--- config.mk ---
export PLATFORM = sky130hd
export DESIGN_NAME = alu_req_ctrl
export DESIGN_NICKNAME = d
export VERILOG_FILES = /design/src/rtl/alu_req_ctrl.sv
export SDC_FILE = /design/constraint.sdc
export NUM_CORES = 1
export LEC_CHECK = 0
export CORE_MARGIN = 2
export CORE_UTILIZATION = 55
export CTS_CLUSTER_DIAMETER = 30
export DETAILED_ROUTE_END_ITERATION = 12
export HOLD_SLACK_MARGIN = 0.06
export PLACE_DENSITY = 0.85
export SLEW_MARGIN = 10
export SYNTH_ARGS = -nofsm -noshare
export SYNTH_HDL_FRONTEND = slang
export SYNTH_SLANG_ARGS = --single-unit
--- constraint.sdc ---
create_clock -name clk -period 4.3 [get_ports clk]
set_clock_uncertainty 0.05 [all_clocks]
set_input_delay 0.86 -clock clk [delete_from_list [all_inputs] [get_ports clk]]
set_output_delay 0.86 -clock clk [all_outputs]
set_load 0.05 [all_outputs]
--- src/rtl/alu_req_ctrl.sv ---
// alu_req_ctrl: clocked request/response front end for the combinational ALU.
// A request is accepted on a valid/ready handshake and its operands are held on
// the ALU inputs. After SETTLE extra cycles the ALU result is captured, together
// with its opcode, into a small response FIFO that the consumer drains.
//
// state | meaning
// IDLE  | ready for a new request when the response FIFO has room
// WAIT  | ALU inputs driven, settle counter running down to zero
// CAPT  | ALU output is captured into the FIFO this cycle
module alu_req_ctrl #(
    parameter int WIDTH  = 32,
    parameter int OPW    = 5,
    parameter int SETTLE = 1,
    parameter int DEPTH  = 4
) (
    input  logic             clk,
    input  logic             rst_n,
    input  logic             req_valid,
    output logic             req_ready,
    input  logic [WIDTH-1:0] req_a,
    input  logic [WIDTH-1:0] req_b,
    input  logic [OPW-1:0]   req_op,
    output logic [WIDTH-1:0] alu_a,
    output logic [WIDTH-1:0] alu_b,
    output logic [OPW-1:0]   alu_op,
    input  logic [WIDTH-1:0] alu_out,
    output logic             rsp_valid,
    input  logic             rsp_ready,
    output logic [WIDTH-1:0] rsp_data,
    output logic [OPW-1:0]   rsp_op,
    output logic             busy,
    output logic [15:0]      done_cnt
);

    localparam int          AW        = (DEPTH > 1) ? $clog2(DEPTH) : 1;
    localparam logic [AW:0] OCC_FULL  = (AW+1)'(DEPTH);
    localparam logic [3:0]  SETTLE_LD = (SETTLE > 0) ? 4'(SETTLE - 1) : 4'd0;

    typedef enum logic [1:0] {
        IDLE = 2'd0,
        WAIT = 2'd1,
        CAPT = 2'd2
    } state_t;

    state_t           state;
    state_t           state_nxt;
    logic [3:0]       settle_cnt;
    logic [WIDTH-1:0] fifo_data [DEPTH];
    logic [OPW-1:0]   fifo_op   [DEPTH];
    logic [AW-1:0]    wr_ptr;
    logic [AW-1:0]    rd_ptr;
    logic [AW:0]      occ;
    logic             accept;
    logic             push;
    logic             pop;

    // Occupancy is checked at accept time, so a capture always finds a free slot.
    assign accept    = req_valid && req_ready;
    assign push      = (state == CAPT);
    assign pop       = rsp_ready && rsp_valid;
    assign busy      = (state != IDLE);
    assign rsp_valid = (occ != '0);
    assign rsp_data  = fifo_data[rd_ptr];
    assign rsp_op    = fifo_op[rd_ptr];

    // Next-state and ready decode; ready depends on state and occupancy only.
    always_comb begin
        state_nxt = state;
        req_ready = 1'b0;
        case (state)
            IDLE: begin
                req_ready = (occ < OCC_FULL);
                if (req_valid && (occ < OCC_FULL)) begin
                    state_nxt = (SETTLE == 0) ? CAPT : WAIT;
                end
            end
            WAIT: begin
                if (settle_cnt == 4'd0) begin
                    state_nxt = CAPT;
                end
            end
            CAPT: begin
                state_nxt = IDLE;
            end
            default: begin
                state_nxt = IDLE;
            end
        endcase
    end

    // State register, operand latches, settle timer and completion counter.
    always_ff @(posedge clk or negedge rst_n) begin
        if (!rst_n) begin
            state      <= IDLE;
            settle_cnt <= 4'd0;
            alu_a      <= '0;
            alu_b      <= '0;
            alu_op     <= '0;
            done_cnt   <= 16'd0;
        end else begin
            state <= state_nxt;
            if (accept) begin
                alu_a      <= req_a;
                alu_b      <= req_b;
                alu_op     <= req_op;
                settle_cnt <= SETTLE_LD;
            end else if ((state == WAIT) && (settle_cnt != 4'd0)) begin
                settle_cnt <= settle_cnt - 4'd1;
            end
            if (push) begin
                done_cnt <= done_cnt + 16'd1;
            end
        end
    end

    // Response FIFO: registered storage, head read through the read pointer.
    always_ff @(posedge clk or negedge rst_n) begin
        if (!rst_n) begin
            for (int i = 0; i < DEPTH; i++) begin
                fifo_data[i] <= '0;
                fifo_op[i]   <= '0;
            end
            wr_ptr <= '0;
            rd_ptr <= '0;
            occ    <= '0;
        end else begin
            if (push) begin
                fifo_data[wr_ptr] <= alu_out;
                fifo_op[wr_ptr]   <= alu_op;
                wr_ptr            <= wr_ptr + AW'(1);
            end
            if (pop) begin
                rd_ptr <= rd_ptr + AW'(1);
            end
            if (push && !pop) begin
                occ <= occ + (AW+1)'(1);
            end else if (!push && pop) begin
                occ <= occ - (AW+1)'(1);
            end
        end
    end

endmodule
==> results.md <==
- Sequential area share after synthesis: 0.595
- Syn avg cell area: 13.5 µm²
- Die area: 19900 µm²
- Leading cell type in the layout, fill and taps excluded: dfrtp_1
- Final worst slack: 0.782 ns
- Post-Syn Nets: 879
- Die width: 141 µm
- CP Class: flop to output pin
- Antenna violations before repair: 1
- Setup TNS: 0 ns
- Slowest stage delay, CP: 0.72 ns
- Synth Warn #: 0
- Final hold violations: 0
- Post-layout util: 0.772
- Post-DP HPWL: 15.5 mm
- Hold buffers post-CTS: 0
- Met1 Track Usage GR: 0.299
- VDD IR-drop max: 644 µV
- RSZ-0062 raised after global routing: no
- Setup WS pre-CTS: 1.32 ns
- # H-tree levels: 2
- Buf/Inv on CP: 2
- Setup crit end kind: output pin
- Crit path max fanout: 34
- Synthesized cell area: 10300 µm²
- Met2 Usage GRT: 0.457
- Sink Count: 246
- Final Max Slew Viols: 0
- Chip Height: 141 µm
- Core ar.: 18600 µm²
- RR Startpoint: state[1]$_DFFE_PN0P_
- HP Class: primary input to asynchronous set/reset pin
- Post-synthesis register bit count: 246
- Reg area: 6160 µm²
- Drt drc: 0
- Num rows: 50
- Root buf cell: clkbuf_16
- Slew of the pin with the lowest slew margin: 1.07 ns
- Final cell count without fillers: 1284
- Reg clk slew, reported paths: 0.05 ns
- Gpl congestion: 0.796
- Starting DRT DRC Count: 318
- Period Utilization, post-route: 0.818
- Crit-path cells: buf_12, mux4_2, clkdlybuf4s50_1
- Total number of vias: 6961
- First-pass GRT wire length: 40.3 mm
- Fillers: 1141
- Netlist cell types: 31
- Slew headroom: 0.283
- Total Power: 14.1 mW
- Layout cells sized above 1: 0.268
- GRT overflow: 0
- Initial Util: 0.557
- Final ANT Viol Nets: 0
- # placed instances: 1201
- R2r endpoint: fifo_data[33]$_DFFE_PN0P_
- Critical Path RT: 3.39 ns
- Inserted Clock Buffers: 45
- Synth top area share: 0.595
- Dominant cell type by area after synthesis: dfrtp_1
- CP max stage cell: clkdlybuf4s50_1
- Reg2reg setup slack: 1.82 ns
- Max Fclk: 284 MHz
- Deepest clock path buffer count: 3
- Vias in the first global route: 7800
- Area Overhead vs Synth: 38.6%
- Power Dens Cells: 983 nW/µm²
- Max_cap viols: 0
- Drt total wl: 24.9 mm
- Tmin final: 3.52 ns
- Largest net degree at the start of global routing: 126
- Reg2Reg Depth: 4
- Gr busiest metal: met2
- Final setup viols: 0
- M3 GR Usage: 0.0744
- Leak: 6.41 nW
- CP arrival: 2.61 ns
- Top delay family on crit path: buffers and inverters
- Vias per cell: 5.42
- Top post-synthesis cells by area: dfrtp_1, mux2_2, mux4_2
- PortBufs: 229
- Final Net Count: 1128
- CP Launch Type: flop
- Ports: 230
- Post-CTS sizing: 0
- CTS tree: yes
- Multi-input combinational cell area: 3900 µm²
- Commonest non-fill, non-tap cells in the layout: dfrtp_1, clkdlybuf4s50_1, nand2_1
- Worst-Skew Late Latency: 0.52 ns
- Post-CTS Setup Bufs: 0
- Status: finished clean
- First-pass DRT Iterations: 4
- Post-Synthesis Cells: 765
- WL/cell: 19.4 µm
- Gr usage total: 0.259
-- cells in the mapped netlist --
master	count
nand4b_1	1
buf_4	2
nor2_1	5
dfrtp_1	246
nor3_1	2
or3b_2	1
nand2_2	4
xnor2_1	17
and2_1	2
fa_1	1
nand3_1	8
ha_1	8
clkbuf_1	8
xor2_1	7
buf_6	13
and4_1	2
nand2_1	217
and4_4	1
nor2b_1	3
and3_1	2
or2_2	1
buf_1	1
inv_1	7
mux2_2	150
buf_2	13
o21ai_0	1
nor4_2	1
or3_1	1
nand4_1	2
o22ai_1	1
mux4_2	37
-- report_power, final --
group	leakage, nW	internal [mW]	switching, mW	total (mW)
logic	2.68	2.63	3.86	6.48
clock network	0.745	2.41	1.12	3.53
registers	2.99	3.39	0.695	4.09
-- flip-flops by register name (all words and copies together), names as in the netlist, 3 cells and up --
name	flops
alu_a	32
alu_b	32
alu_op	5
done_cnt	16
fifo_data	128
fifo_op	20
occ	3
settle_cnt	4
-- worst max path at each step --
| stage | start | endpoint | slack (ns) | cells after the start |
|---|---|---|---|---|
| finish | rd_ptr[0]$_DFFE_PN0P_ | rsp_data[12] | 0.78 | 3 |
| global route | rd_ptr[0]$_DFFE_PN0P_ | rsp_data[0] | 0.68 | 3 |
| CTS | rd_ptr[0]$_DFFE_PN0P_ | rsp_data[0] | 0.75 | 3 |
| detailed placement | rd_ptr[0]$_DFFE_PN0P_ | rsp_data[12] | 1.32 | 3 |
| global placement | rd_ptr[0]$_DFFE_PN0P_ | rsp_data[12] | 1.34 | 3 |
| floorplan | state[0]$_DFFE_PN0P_ | settle_cnt[1]$_DFFE_PN0P_ | 1.80 | 5 |
-- cell families after synthesis --
| group | count (synthesis) | synth area share |
|---|---|---|
| flops | 246 | 0.595 |
| compound gates | 2 | 0.00109 |
| buf+inv | 44 | 0.0277 |
| xor+xnor | 24 | 0.0203 |
| mux | 187 | 0.244 |
| fa+ha+maj | 9 | 0.0116 |
| simple gates | 253 | 0.100 |
-- cell type report --
class | count | area share
Tap cell | 234 | 0.0204
Sequential cell | 246 | 0.429
Clock inverter | 18 | 0.0164
Inverter | 7 | 0.00183
Timing Repair Buffer | 239 | 0.168
Clock buffer | 64 | 0.0914
Antenna cell | 1 | 0.000175
Multi-Input combinational cell | 475 | 0.272
-- routing by layer --
layer / share of wire / vias to the layer above
met3: 0.076 / 54
met1: 0.37 / 3524
met2: 0.52 / 257
met5: 0 / -
li1: - / 3126
met4: 0.027 / 0
-- through the flow --
stage               hold slack [ns]  instance area (µm²)
finish                        0.421                14300
CTS                           0.424                14300
floorplan                     0.407                10300
global route                  0.441                14300
detailed placement            0.412                12800
global placement              0.407                12800
(Power assumes the default switching activity.)
